### config.mk
export PLATFORM = sky130hd
export DESIGN_NAME = seq_divider32
export DESIGN_NICKNAME = d
export VERILOG_FILES = /design/src/rtl/seq_divider32.sv
export SDC_FILE = /design/constraint.sdc
export NUM_CORES = 1
export LEC_CHECK = 0
export CORE_UTILIZATION = 59
export CTS_CLUSTER_DIAMETER = 150
export DETAILED_ROUTE_END_ITERATION = 8
export PLACE_DENSITY = 0.9
export SLEW_MARGIN = 20
export SYNTH_ARGS = -nofsm -noshare
export SYNTH_HDL_FRONTEND = slang
export SYNTH_SLANG_ARGS = --single-unit
### constraint.sdc
create_clock -name clk -period 9.15 [get_ports clk]
set_input_delay 0.915 -clock clk [delete_from_list [all_inputs] [get_ports clk]]
set_output_delay 0.915 -clock clk [all_outputs]
set_load 0.05 [all_outputs]
### src/rtl/seq_divider32.sv
`timescale 1ns/1ps
`default_nettype none
// ============================================================================
// Module      : seq_divider32
// Description : Iterative radix-2 restoring divider. Produces a WIDTH-bit
//               quotient and remainder, one quotient bit per clock, under a
//               start/busy/done handshake. Sits beside the Wallace-tree
//               multiplier in the ALU datapath.
//
// Ports       : clk        - rising-edge clock
//               rst        - asynchronous, active-high reset
//               start      - request, sampled only while idle
//               dividend   - numerator, captured on the accepted start edge
//               divisor    - denominator, captured on the accepted start edge
//               busy       - high from accepted start until the done edge
//               done       - one-cycle pulse when results become valid
//               quotient   - result, held until the next completion
//               remainder  - result, held until the next completion
//               div_zero   - divisor was zero; valid with done, then held
//
// Options     : `define SIGNED_DIV_EN to treat operands as two's complement.
//               Magnitudes go through the unsigned core; the quotient is
//               negated when operand signs differ and the remainder takes the
//               dividend's sign. Corrections happen on the DONE edge, so the
//               latency is identical to the unsigned build.
//
// Latency     : 33 edges after the accepted start (1 edge for divide by 0).
//
// Revision    : 1.0 - initial release
// ============================================================================
module seq_divider32 #(
  parameter int WIDTH = 32
) (
  input  logic             clk,
  input  logic             rst,
  input  logic             start,
  input  logic [WIDTH-1:0] dividend,
  input  logic [WIDTH-1:0] divisor,
  output logic             busy,
  output logic             done,
  output logic [WIDTH-1:0] quotient,
  output logic [WIDTH-1:0] remainder,
  output logic             div_zero
);

  typedef enum logic [1:0] {
    IDLE = 2'd0,
    CALC = 2'd1,
    DONE = 2'd2
  } state_t;

  state_t           state_q, state_d;
  logic [5:0]       cnt_q, cnt_d;
  logic [WIDTH-1:0] dvs_q, dvs_d;          // captured divisor (magnitude)
  logic [WIDTH-1:0] quot_q, quot_d;        // dividend shifting out, quotient shifting in
  logic [WIDTH-1:0] rem_q, rem_d;          // partial remainder
  logic             dz_q, dz_d;            // captured divide-by-zero flag
  logic             busy_q, busy_d;
  logic             done_q, done_d;
  logic [WIDTH-1:0] quotient_q, quotient_d;
  logic [WIDTH-1:0] remainder_q, remainder_d;
  logic             div_zero_q, div_zero_d;

  logic [WIDTH-1:0] dvd_mag;
  logic [WIDTH-1:0] dvs_mag;
  logic [WIDTH:0]   shifted_rem;
  logic [WIDTH:0]   trial;
  logic [WIDTH-1:0] rem_src;
  logic [WIDTH-1:0] res_quot;
  logic [WIDTH-1:0] res_rem;

  // On divide by zero no iterations run, so quot_q still holds the captured
  // dividend (magnitude) and becomes the reported remainder.
  assign rem_src = dz_q ? quot_q : rem_q;

`ifdef SIGNED_DIV_EN
  logic neg_quot_q, neg_quot_d;
  logic neg_rem_q, neg_rem_d;

  assign dvd_mag  = dividend[WIDTH-1] ? -dividend : dividend;
  assign dvs_mag  = divisor[WIDTH-1]  ? -divisor  : divisor;
  assign res_quot = dz_q ? '1 : (neg_quot_q ? -quot_q : quot_q);
  // Re-applying the dividend sign restores the original dividend for /0.
  assign res_rem  = neg_rem_q ? -rem_src : rem_src;
`else
  assign dvd_mag  = dividend;
  assign dvs_mag  = divisor;
  assign res_quot = dz_q ? '1 : quot_q;
  assign res_rem  = rem_src;
`endif

  // 33-bit trial subtraction: the shifted partial remainder can exceed
  // WIDTH bits when the divisor is large, so the carry-in bit is kept.
  assign shifted_rem = {rem_q, quot_q[WIDTH-1]};
  assign trial       = shifted_rem - {1'b0, dvs_q};

  always_comb begin
    state_d     = state_q;
    cnt_d       = cnt_q;
    dvs_d       = dvs_q;
    quot_d      = quot_q;
    rem_d       = rem_q;
    dz_d        = dz_q;
    busy_d      = busy_q;
    done_d      = 1'b0;
    quotient_d  = quotient_q;
    remainder_d = remainder_q;
    div_zero_d  = div_zero_q;
`ifdef SIGNED_DIV_EN
    neg_quot_d  = neg_quot_q;
    neg_rem_d   = neg_rem_q;
`endif

    case (state_q)
      IDLE: begin
        if (start) begin
          dvs_d   = dvs_mag;
          quot_d  = dvd_mag;
          rem_d   = '0;
          cnt_d   = 6'd0;
          busy_d  = 1'b1;
          dz_d    = (divisor == '0);
          state_d = (divisor == '0) ? DONE : CALC;
`ifdef SIGNED_DIV_EN
          neg_quot_d = dividend[WIDTH-1] ^ divisor[WIDTH-1];
          neg_rem_d  = dividend[WIDTH-1];
`endif
        end
      end

      CALC: begin
        if (!trial[WIDTH]) begin
          rem_d  = trial[WIDTH-1:0];
          quot_d = {quot_q[WIDTH-2:0], 1'b1};
        end else begin
          rem_d  = shifted_rem[WIDTH-1:0];
          quot_d = {quot_q[WIDTH-2:0], 1'b0};
        end
        cnt_d = cnt_q + 6'd1;
        if (cnt_q == 6'(WIDTH - 1)) begin
          state_d = DONE;
        end
      end

      DONE: begin
        quotient_d  = res_quot;
        remainder_d = res_rem;
        div_zero_d  = dz_q;
        done_d      = 1'b1;
        busy_d      = 1'b0;
        state_d     = IDLE;
      end

      default: begin
        state_d = IDLE;
        busy_d  = 1'b0;
      end
    endcase
  end

  always_ff @(posedge clk or posedge rst) begin
    if (rst) begin
      state_q     <= IDLE;
      cnt_q       <= 6'd0;
      dvs_q       <= '0;
      quot_q      <= '0;
      rem_q       <= '0;
      dz_q        <= 1'b0;
      busy_q      <= 1'b0;
      done_q      <= 1'b0;
      quotient_q  <= '0;
      remainder_q <= '0;
      div_zero_q  <= 1'b0;
`ifdef SIGNED_DIV_EN
      neg_quot_q  <= 1'b0;
      neg_rem_q   <= 1'b0;
`endif
    end else begin
      state_q     <= state_d;
      cnt_q       <= cnt_d;
      dvs_q       <= dvs_d;
      quot_q      <= quot_d;
      rem_q       <= rem_d;
      dz_q        <= dz_d;
      busy_q      <= busy_d;
      done_q      <= done_d;
      quotient_q  <= quotient_d;
      remainder_q <= remainder_d;
      div_zero_q  <= div_zero_d;
`ifdef SIGNED_DIV_EN
      neg_quot_q  <= neg_quot_d;
      neg_rem_q   <= neg_rem_d;
`endif
    end
  end

  assign busy      = busy_q;
  assign done      = done_q;
  assign quotient  = quotient_q;
  assign remainder = remainder_q;
  assign div_zero  = div_zero_q;

endmodule
`default_nettype wire

==> results.yml, run 1 <==
run_status:
  status: "finished, final reports clean"
timing:
  fin_tns_setup_ns: 0
  fin_crit_ns: 3.68
  setup-violations-final: 0
  max_freq_ghz: 0.272
  rsz0062_at_grt: "no"
  skew_ns: 0.00973
  min_period_over_period_pct: 40.2
  holdWs_ns: 0.477
  slew_headroom_pct: 47.7
  hold_viol: 0
  worstMarginPinSlew_ns: 0.785
  finalMaxSlewViolations: 0
cts:
  cts-hold-fix-buffers: 0
  post-cts-setup-buffer-count: 0
  cts_inserted_buffers: 17
  cts_buffer_depth: 2
  cts_tree: "built"
  ctsRootBufferMaster: "clkbuf_16"
  clk_latency_ns: 0.44
  cts.sinks: 172
  htree_levels: 4
  cts.clk_slew.worst_paths_ns: 0.07
  cts-resized-gates: 0
hold_path:
  hp-class: "reg2reg"
  min_from: "quotient[5]"
logic_synthesis:
  synth.area.top_cells: "dfrtp_1, o21ai_0, nand2_1, mux2i_1, ha_1"
  synth_common_cells: "dfrtp_1, nand2_1, o21ai_0"
  ys_types: 55
  synth_seq_area_share_pct: 46.5
  async_reset_ff_share_pct: 100
  yosysTopAreaCell: "dfrtp_1"
  synth.most_common_cell: "dfrtp_1"
  synthCells: 1039
  ys_seq_elements: 172
  synth-main-ff-cell: "dfrtp_1"
  netlist_area_um2: 9260
  yosys.area.top_type_share_pct: 46.5
  syn_area_per_cell_um2: 8.92
  syn-num-nets: 1140
  yosysWarningCount: 0
  synth_edf_count: 0
critical_path:
  path_max_fanout: 52
  worst_ep_required_time_ns: 9.45
  r2r-start: "quot_q[31]"
  critPathKind: "reg2reg"
  arrival_ns: 3.98
  worstSetupEndpointType: "register"
  crit_path_start_kind: "register"
  cp-startpoint: "quot_q[31]"
global_routing:
  antenna_found_initial: 0
  gr-usage-all-layers_pct: 30.9
  grt_pass1_wl_um: 38900
  grt_pass1_vias: 7558
  grt_max_degree: 131
  globalRoute.totalOverflow: 0
job:
  maxCapViolations: 0
cells_and_area:
  antennaDiodeCount: 0
  n_fill_cell: 1106
  final_util_pct: 73.8
  multiInputGateArea_um2: 4530
  syn2layout_area_growth_pct: 21.6
  regArea_um2: 4310
  nets: 1232
  final_area_um2: 11300
  drive_above_1_share_pct: 4.98
die:
  fp.dieW_um: 127
  rows: 45
  initial_utilization_pct: 60.7
  pin_count: 134
  dieArea_um2: 16200
  die_h_um: 127
  core-area_um2: 15300
power_and_ir_drop:
  peakVddDrop_uv: 285
  p_per_area_nw_per_um2: 419
  leakagePower_nw: 4.80
drt:
  wl_per_cell_um: 17.5
  drtPass1Iterations: 6
  wl_um: 23800
  drc: 0
  drt_iter0_drc: 1057
  ant_nets: 0
  vias_per_cell: 6.04
  vias: 8182
place:
  dp_hpwl_um: 16200
  portBuffers: 133
  dpl-instance-area_um2: 10700
  gp_congestion: 0.863
==> metal layers <==
layer | vias to the layer above | GRT usage (%) | routed length [µm]
met5 | - | 0 | 0
met4 | 0 | 8.61 | 366
met3 | 31 | 4.90 | 1970
met2 | 407 | 47.8 | 11000
met1 | 3918 | 45.3 | 10500
li1 | 3826 | - | -
==> worst max-delay path, cell delays in order (launching register included) <==
cell and delay [ns]:
dfrtp_1 0.42, inv_1 0.09, ha_1 0.21, inv_1 0.09
fa_1 0.42, a211oi_1 0.33, o211ai_1 0.18, and4_1 0.24
o21ai_1 0.22, a21oi_1 0.10, o22a_1 0.25, xnor2_4 0.13
buf_4 0.46, mux2i_1 0.27, o21ai_1 0.10
==> metrics by stage <==
stage,std cells,worst slack (ns),total power (W)
floorplan,1039,3.57,0.00327
global placement,1322,5.79,0.00391
detailed placement,1322,5.68,0.00399
CTS,1354,5.55,0.00469
global route,1355,5.24,0.00501
finish,1355,5.47,0.00472
==> power by group <==
group	leakage (nW)	switching, W	total (W)	internal [W]
Clock	0.262	0.000298	0.000674	0.000376
Combinational	2.42	0.00161	0.00264	0.00103
Sequential	2.12	0.000312	0.00141	0.00110
Total	4.80	0.00222	0.00472	0.00250
==> cell type report <==
type / instances / area share (%)
Multi-Input combinational cell: 750 / 40.2
Sequential cell: 172 / 38.2
Timing Repair Buffer: 145 / 12.8
Clock buffer: 23 / 4.33
Tap cell: 211 / 2.34
Inverter: 45 / 1.54
Clock inverter: 9 / 0.555
==> logic make-up after synthesis <==
kind of cell / after synthesis / share of synthesized area [%]
buffers and inverters: 117 / 4.96
adders and majority gates: 34 / 4.67
muxes: 45 / 4.89
DFF: 172 / 46.5
xor gates and xnor gates: 31 / 3.13
and+or+nand+nor: 312 / 15.0
AOI/OAI and AO/OA: 328 / 20.9
==> final timing paths <==
path,end,slack [ns],depth (start not counted)
setup / recovery,rem_q[10],5.47,14
min in group asynchronous,quotient[4],1.00,2
setup reg to reg,rem_q[10],5.47,14
hold reg to reg,quotient[5],0.48,2
hold / removal,quotient[5],0.48,2
max in group asynchronous,dz_q,6.86,3
==> state kept, by name, summed over array words and instances, names as in the netlist <==
name / count
cnt_q: 6
remainder: 32
dvs_q: 32
busy: 1
quot_q: 32
div_zero: 1
state_q: 2
quotient: 32
rem_q: 32
dz_q: 1
done: 1
==> layout by cell type, fill, tap and decap left out, types with 5 or more instances in the layout <==
| cell | instances |
|---|---|
| xnor2_1 | 18 |
| o21ai_0 | 150 |
| nor2_1 | 54 |
| a21oi_1 | 65 |
| clkdlybuf4s50_1 | 133 |
| nor4_1 | 9 |
| dfrtp_1 | 171 |
| o21ai_1 | 12 |
| nor2b_1 | 33 |
| o311ai_0 | 18 |
| clkbuf_16 | 17 |
| nand2b_1 | 6 |
| o211ai_1 | 8 |
| nand2_1 | 160 |
| a21o_1 | 10 |
| buf_4 | 10 |
| inv_1 | 44 |
| nand4_1 | 5 |
| ha_1 | 33 |
| a22oi_1 | 31 |
| mux2i_1 | 43 |
| xor2_1 | 12 |
| nand3_1 | 29 |
(Power assumes the default switching activity.)
==> run 2: changes to the inputs <==
--- a/config.mk
+++ b/config.mk
@@ -5,10 +5,10 @@
 export SDC_FILE = /design/constraint.sdc
 export NUM_CORES = 1
 export LEC_CHECK = 0
-export CORE_UTILIZATION = 59
+export CORE_UTILIZATION = 55
 export CTS_CLUSTER_DIAMETER = 150
 export DETAILED_ROUTE_END_ITERATION = 8
-export PLACE_DENSITY = 0.9
+export PLACE_DENSITY = 0.85
 export SLEW_MARGIN = 20
 export SYNTH_ARGS = -nofsm -noshare
 export SYNTH_HDL_FRONTEND = slang
==> constraint.sdc (replaced) <==
create_clock -name clk -period 3.73 [get_ports clk]
set_input_delay 0.373 -clock clk [delete_from_list [all_inputs] [get_ports clk]]
set_output_delay 0.373 -clock clk [all_outputs]
set_load 0.05 [all_outputs]
==> run 2 against run 1 <==
Effect of this change:
- global-route usage decreased by 1.9 points
- setup slack got worse by 5.2 ns
- fmax rose by 7.0%
- hold slack got worse by 0.013 ns
==> results.yml, run 2 (synthesis gave the netlist of run 1 again) <==
power_and_ir_drop:
  p_sw_share_pct: 46.3
  p_clk_share_pct: 15.4
  combPwrFrac_pct: 55.6
  internal_power_w: 0.00639
  power.total_w: 0.0119
  power.switching_w: 0.00550
  seqPwrFrac_pct: 28.9
  peakVddDrop_uv: 516
  p_per_area_nw_per_um2: 1040
  leakagePower_nw: 4.88
die:
  fp.dieW_um: 132
  core-area_um2: 16500
  pin_count: 134
  dieArea_um2: 17400
  rows: 47
  initial_utilization_pct: 56.1
  die_h_um: 132
global_routing:
  grt_pass1_vias: 7583
  globalRoute.totalOverflow: 0
  grt_max_degree: 131
  antenna_found_initial: 0
  grt_pass1_wl_um: 39700
  gr-usage-all-layers_pct: 28.9
critical_path:
  critPathSlowestCell: "dfrtp_1"
  path_max_fanout: 31
  crit_path_start_kind: "register"
  reg2reg_slack_ns: 0.29
  critPathKind: "reg2reg"
  cp_top_family: "compound AO/OA/AOI/OAI gates"
  crit_chain: "inv_1, ha_1, inv_1, fa_1, a211oi_1, o211ai_1, and4_1, o21ai_1, a21oi_1, o22a_1, xnor2_4, buf_12, o311ai_0"
  arrival_ns: 3.72
  critical_path_buf_inv_count: 3
  r2r-start: "quot_q[31]"
  max_stage_delay_ns: 0.42
  worst_ep_required_time_ns: 4.02
  cp-startpoint: "quot_q[31]"
  worstSetupEndpointType: "register"
  crit_top_cell: "inv_1"
timing:
  setup-violations-final: 0
  slew_headroom_pct: 29.8
  rsz0062_at_grt: "no"
  finalMaxSlewViolations: 0
  max_freq_ghz: 0.291
  fin_crit_ns: 3.44
  hold_viol: 0
  worstMarginPinSlew_ns: 1.05
  min_period_over_period_pct: 92.1
  fin_tns_setup_ns: 0
  skew_ns: 0.00942
cts:
  cts-hold-fix-buffers: 0
  cts_inserted_buffers: 17
  cts_buffer_depth: 2
  clk_latency_ns: 0.43
  cts.sinks: 172
  ctsRootBufferMaster: "clkbuf_16"
  cts.clk_slew.worst_paths_ns: 0.07
  cts_tree: "built"
  htree_levels: 4
drt:
  drc: 0
  wl_um: 24000
  drt_iter0_drc: 896
  vias: 8100
  drtPass1Iterations: 5
  vias_per_cell: 5.91
  ant_nets: 0
  wl_per_cell_um: 17.5
cells_and_area:
  syn2layout_area_growth_pct: 23.3
  drive_above_1_share_pct: 5.65
  antennaDiodeCount: 0
  mostFrequentLayoutCell: "dfrtp_1"
  nets: 1239
  final_cell_mix: "dfrtp_1, nand2_1, o21ai_0"
run_status:
  status: "finished, final reports clean"
place:
  gp_congestion: 0.902
  portBuffers: 133
  dp_hpwl_um: 16600
hold_path:
  hp-class: "in2async"
job:
  maxCapViolations: 0
run 2: power by group through the flow:
stage          registers (W)  clock network, W  logic [W]
4_1_cts              0.00341           0.00185    0.00653
6_report             0.00344           0.00184    0.00661
3_5_place_dp         0.00344                 0    0.00646
2_1_floorplan        0.00442                 0    0.00360
3_3_place_gp         0.00340                 0    0.00628
5_1_grt              0.00353           0.00193    0.00721
run 2: per-stage QoR:
stage / area, µm² / utilization, % / instances / hold WS, ns / setup slack, ns
detailed placement: 10800 / 65.2 / 1337 / 0.470 / 0.317
finish: 11400 / 69.1 / 1371 / 0.464 / 0.293
floorplan: 9270 / - / 1039 / 0.464 / 0.867
global placement: 10800 / 65.2 / 1337 / 0.461 / 0.389
global route: 11400 / 69.1 / 1371 / 0.507 / 0.0930
CTS: 11400 / 68.9 / 1369 / 0.484 / 0.281
run 2: worst paths after layout:
check | endpoint | cells after the start
setup reg to reg | rem_q[11] | 13
max in group asynchronous | dvs_q[27] | 3
hold / removal | quotient[1] | 2
hold reg to reg | quotient[3] | 2
min in group clk | quotient[3] | 2
setup / recovery | rem_q[11] | 13
run 2: worst reg2reg max path, stage by stage (launching register included):
cell and delay, ns:
dfrtp_1 0.42, inv_1 0.10, ha_1 0.17, inv_1 0.06
fa_1 0.41, a211oi_1 0.33, o211ai_1 0.20, and4_1 0.23
o21ai_1 0.22, a21oi_1 0.11, o22a_1 0.26, xnor2_4 0.19
buf_12 0.18, o311ai_0 0.42
run 2: final cells by class:
class	instances	area (µm²)
inverter	45	173
tap	220	275
timing repair buffer	152	1530
fill	1253	5100
clock inverter	13	164
clock buffer	19	443
multi-input combinational	750	4530
sequential	172	4310
run 2: metal layers:
metal  GRT usage [%]  vias to the layer above  wire (µm)
met5               0                        -          0
met3            5.57                       35       1820
met1            42.7                     3871      11000
li1                -                     3846          -
met2            43.6                      348      10800
met4            8.33                        0        404
run 2: timing repair:
action                     4_1_cts  5_1_grt
setup endpoints to repair        0        8
resized for setup                0        0
buffers inserted                 0        1
==> run 3: changes to the inputs <==
--- a/config.mk
+++ b/config.mk
@@ -6,6 +6,7 @@
 export NUM_CORES = 1
 export LEC_CHECK = 0
 export CORE_UTILIZATION = 55
+export CTS_BUF_LIST = sky130_fd_sc_hd__clkbuf_8 sky130_fd_sc_hd__clkbuf_16
 export CTS_CLUSTER_DIAMETER = 150
 export DETAILED_ROUTE_END_ITERATION = 8
 export PLACE_DENSITY = 0.85
==> run 3 against run 2 <==
Effect of this change:
- global-route usage unchanged
- cell area unchanged
- final cell count unchanged
- fmax about the same
- critical endpoint unchanged
- count of clock-buffer cells in the layout decreased by 1
- via count about the same
- total power about the same
- clock power about the same
- hold slack improved by 0.00066 ns
- register-to-register slack about the same
==> results.yml, run 3 (synthesis gave the netlist of run 1 again) <==
critical_path:
  crit_path_start_kind: "register"
  critPathSlowestCell: "dfrtp_1"
  worst_ep_required_time_ns: 4.02
  arrival_ns: 3.72
  path_max_fanout: 31
  cp_top_family: "compound AO/OA/AOI/OAI gates"
  critPathKind: "reg2reg"
  critical_path_buf_inv_count: 3
  worstSetupEndpointType: "register"
  crit_chain: "inv_1, ha_1, inv_1, fa_1, a211oi_1, o211ai_1, and4_1, o21ai_1, a21oi_1, o22a_1, xnor2_4, buf_12, o311ai_0"
  max_stage_delay_ns: 0.42
  crit_top_cell: "inv_1"
cts:
  ctsRootBufferMaster: "clkbuf_16"
  cts-hold-fix-buffers: 0
  cts_buffer_depth: 2
  cts-resized-gates: 0
  cts.clk_slew.worst_paths_ns: 0.06
  cts.sinks: 172
  clk_latency_ns: 0.43
  htree_levels: 4
  cts_tree: "built"
  cts_inserted_buffers: 17
global_routing:
  gr-usage-all-layers_pct: 28.9
  grt_max_degree: 131
  grt_pass1_vias: 7583
  antenna_found_initial: 0
  grt_pass1_wl_um: 39700
  globalRoute.totalOverflow: 0
timing:
  finalMaxSlewViolations: 0
  fin_tns_setup_ns: 0
  min_period_over_period_pct: 92.1
  holdWs_ns: 0.465
  skew_ns: 0.00923
  max_freq_ghz: 0.291
  worstMarginPinSlew_ns: 1.04
  slew_headroom_pct: 30.7
  setup-violations-final: 0
  rsz0062_at_grt: "no"
  hold_viol: 0
  fin_crit_ns: 3.44
drt:
  ant_nets: 0
  wl_um: 23900
  vias_per_cell: 5.90
  vias: 8095
  drt_iter0_drc: 896
  drc: 0
  wl_per_cell_um: 17.5
  drtPass1Iterations: 5
power_and_ir_drop:
  leakagePower_nw: 4.89
  peakVddDrop_uv: 516
  p_per_area_nw_per_um2: 1040
cells_and_area:
  mostFrequentLayoutCell: "dfrtp_1"
  drive_above_1_share_pct: 5.65
  nets: 1239
  final_cell_mix: "dfrtp_1, nand2_1, o21ai_0"
  n_fill_cell: 1253
  final_util_pct: 69.1
  multiInputGateArea_um2: 4530
  antennaDiodeCount: 0
  syn2layout_area_growth_pct: 23.3
  regArea_um2: 4310
die:
  die_h_um: 132
  fp.dieW_um: 132
  initial_utilization_pct: 56.1
  rows: 47
  core-area_um2: 16500
  dieArea_um2: 17400
  pin_count: 134
place:
  portBuffers: 133
  dp_hpwl_um: 16600
  gp_congestion: 0.902
run_status:
  status: "finished, final reports clean"
job:
  maxCapViolations: 0
hold_path:
  hp-class: "in2async"
-- run 3: cell types whose count changed in the layout (fill, tap and decap cells not counted), sizes merged --
cell / change
inv: +1
clkbuf: -1
-- run 3: report_power, final --
| part | total (W) | switching, W | leakage (nW) | internal (W) |
|---|---|---|---|---|
| Sequential | 0.00344 | 0.000750 | 2.12 | 0.00269 |
| Combinational | 0.00661 | 0.00399 | 2.46 | 0.00262 |
| Clock | 0.00183 | 0.000757 | 0.304 | 0.00108 |
| Total | 0.0119 | 0.00550 | 4.89 | 0.00638 |
-- run 3: layer usage --
metal	wire length, µm	track usage, %	share of wire (%)
met1	10900	42.7	46
met4	400	8.33	1.7
met3	1850	5.57	7.7
met2	10800	43.6	45
met5	0	0	0
-- run 3: area by class of cell --
class,instances,area share [%]
clock inverters,14,1.47
clock buffers,18,3.85
multi-input cells,750,39.7
inverters,45,1.51
flip-flops and latches,172,37.7
repair buffers,152,13.4
well taps,220,2.41
-- run 3: path summary, 6_finish.rpt --
| kind | to | cells past startpoint | slack, ns | from |
|---|---|---|---|---|
| worst max-delay path | rem_q[11] | 13 | 0.29 | quot_q[31] |
| worst min-delay path | quotient[1] | 2 | 0.47 | rst |
| worst max register to register | rem_q[11] | 13 | 0.29 | quot_q[31] |
| max in group asynchronous | dvs_q[27] | 3 | 2.50 | rst |
| min in group clk | quotient[3] | 2 | 0.48 | quotient[3] |
| worst min register to register | quotient[3] | 2 | 0.48 | quotient[3] |
-- run 3: per-stage QoR --
| step | setup slack (ns) | cell area [µm²] | power [W] | instances |
|---|---|---|---|---|
| finish | 0.294 | 11400 | 0.0119 | 1371 |
| global route | 0.0930 | 11400 | 0.0127 | 1371 |
| CTS | 0.281 | 11400 | 0.0118 | 1369 |
| detailed placement | 0.317 | 10800 | 0.00990 | 1337 |
| global placement | 0.389 | 10800 | 0.00968 | 1337 |
| floorplan | 0.867 | 9270 | 0.00802 | 1039 |
-- run 3: what timing repair did --
action	4_1_cts	5_1_grt
hold endpoints to repair	0	0
setup buffers	0	1
endpoints found under the setup margin	0	8
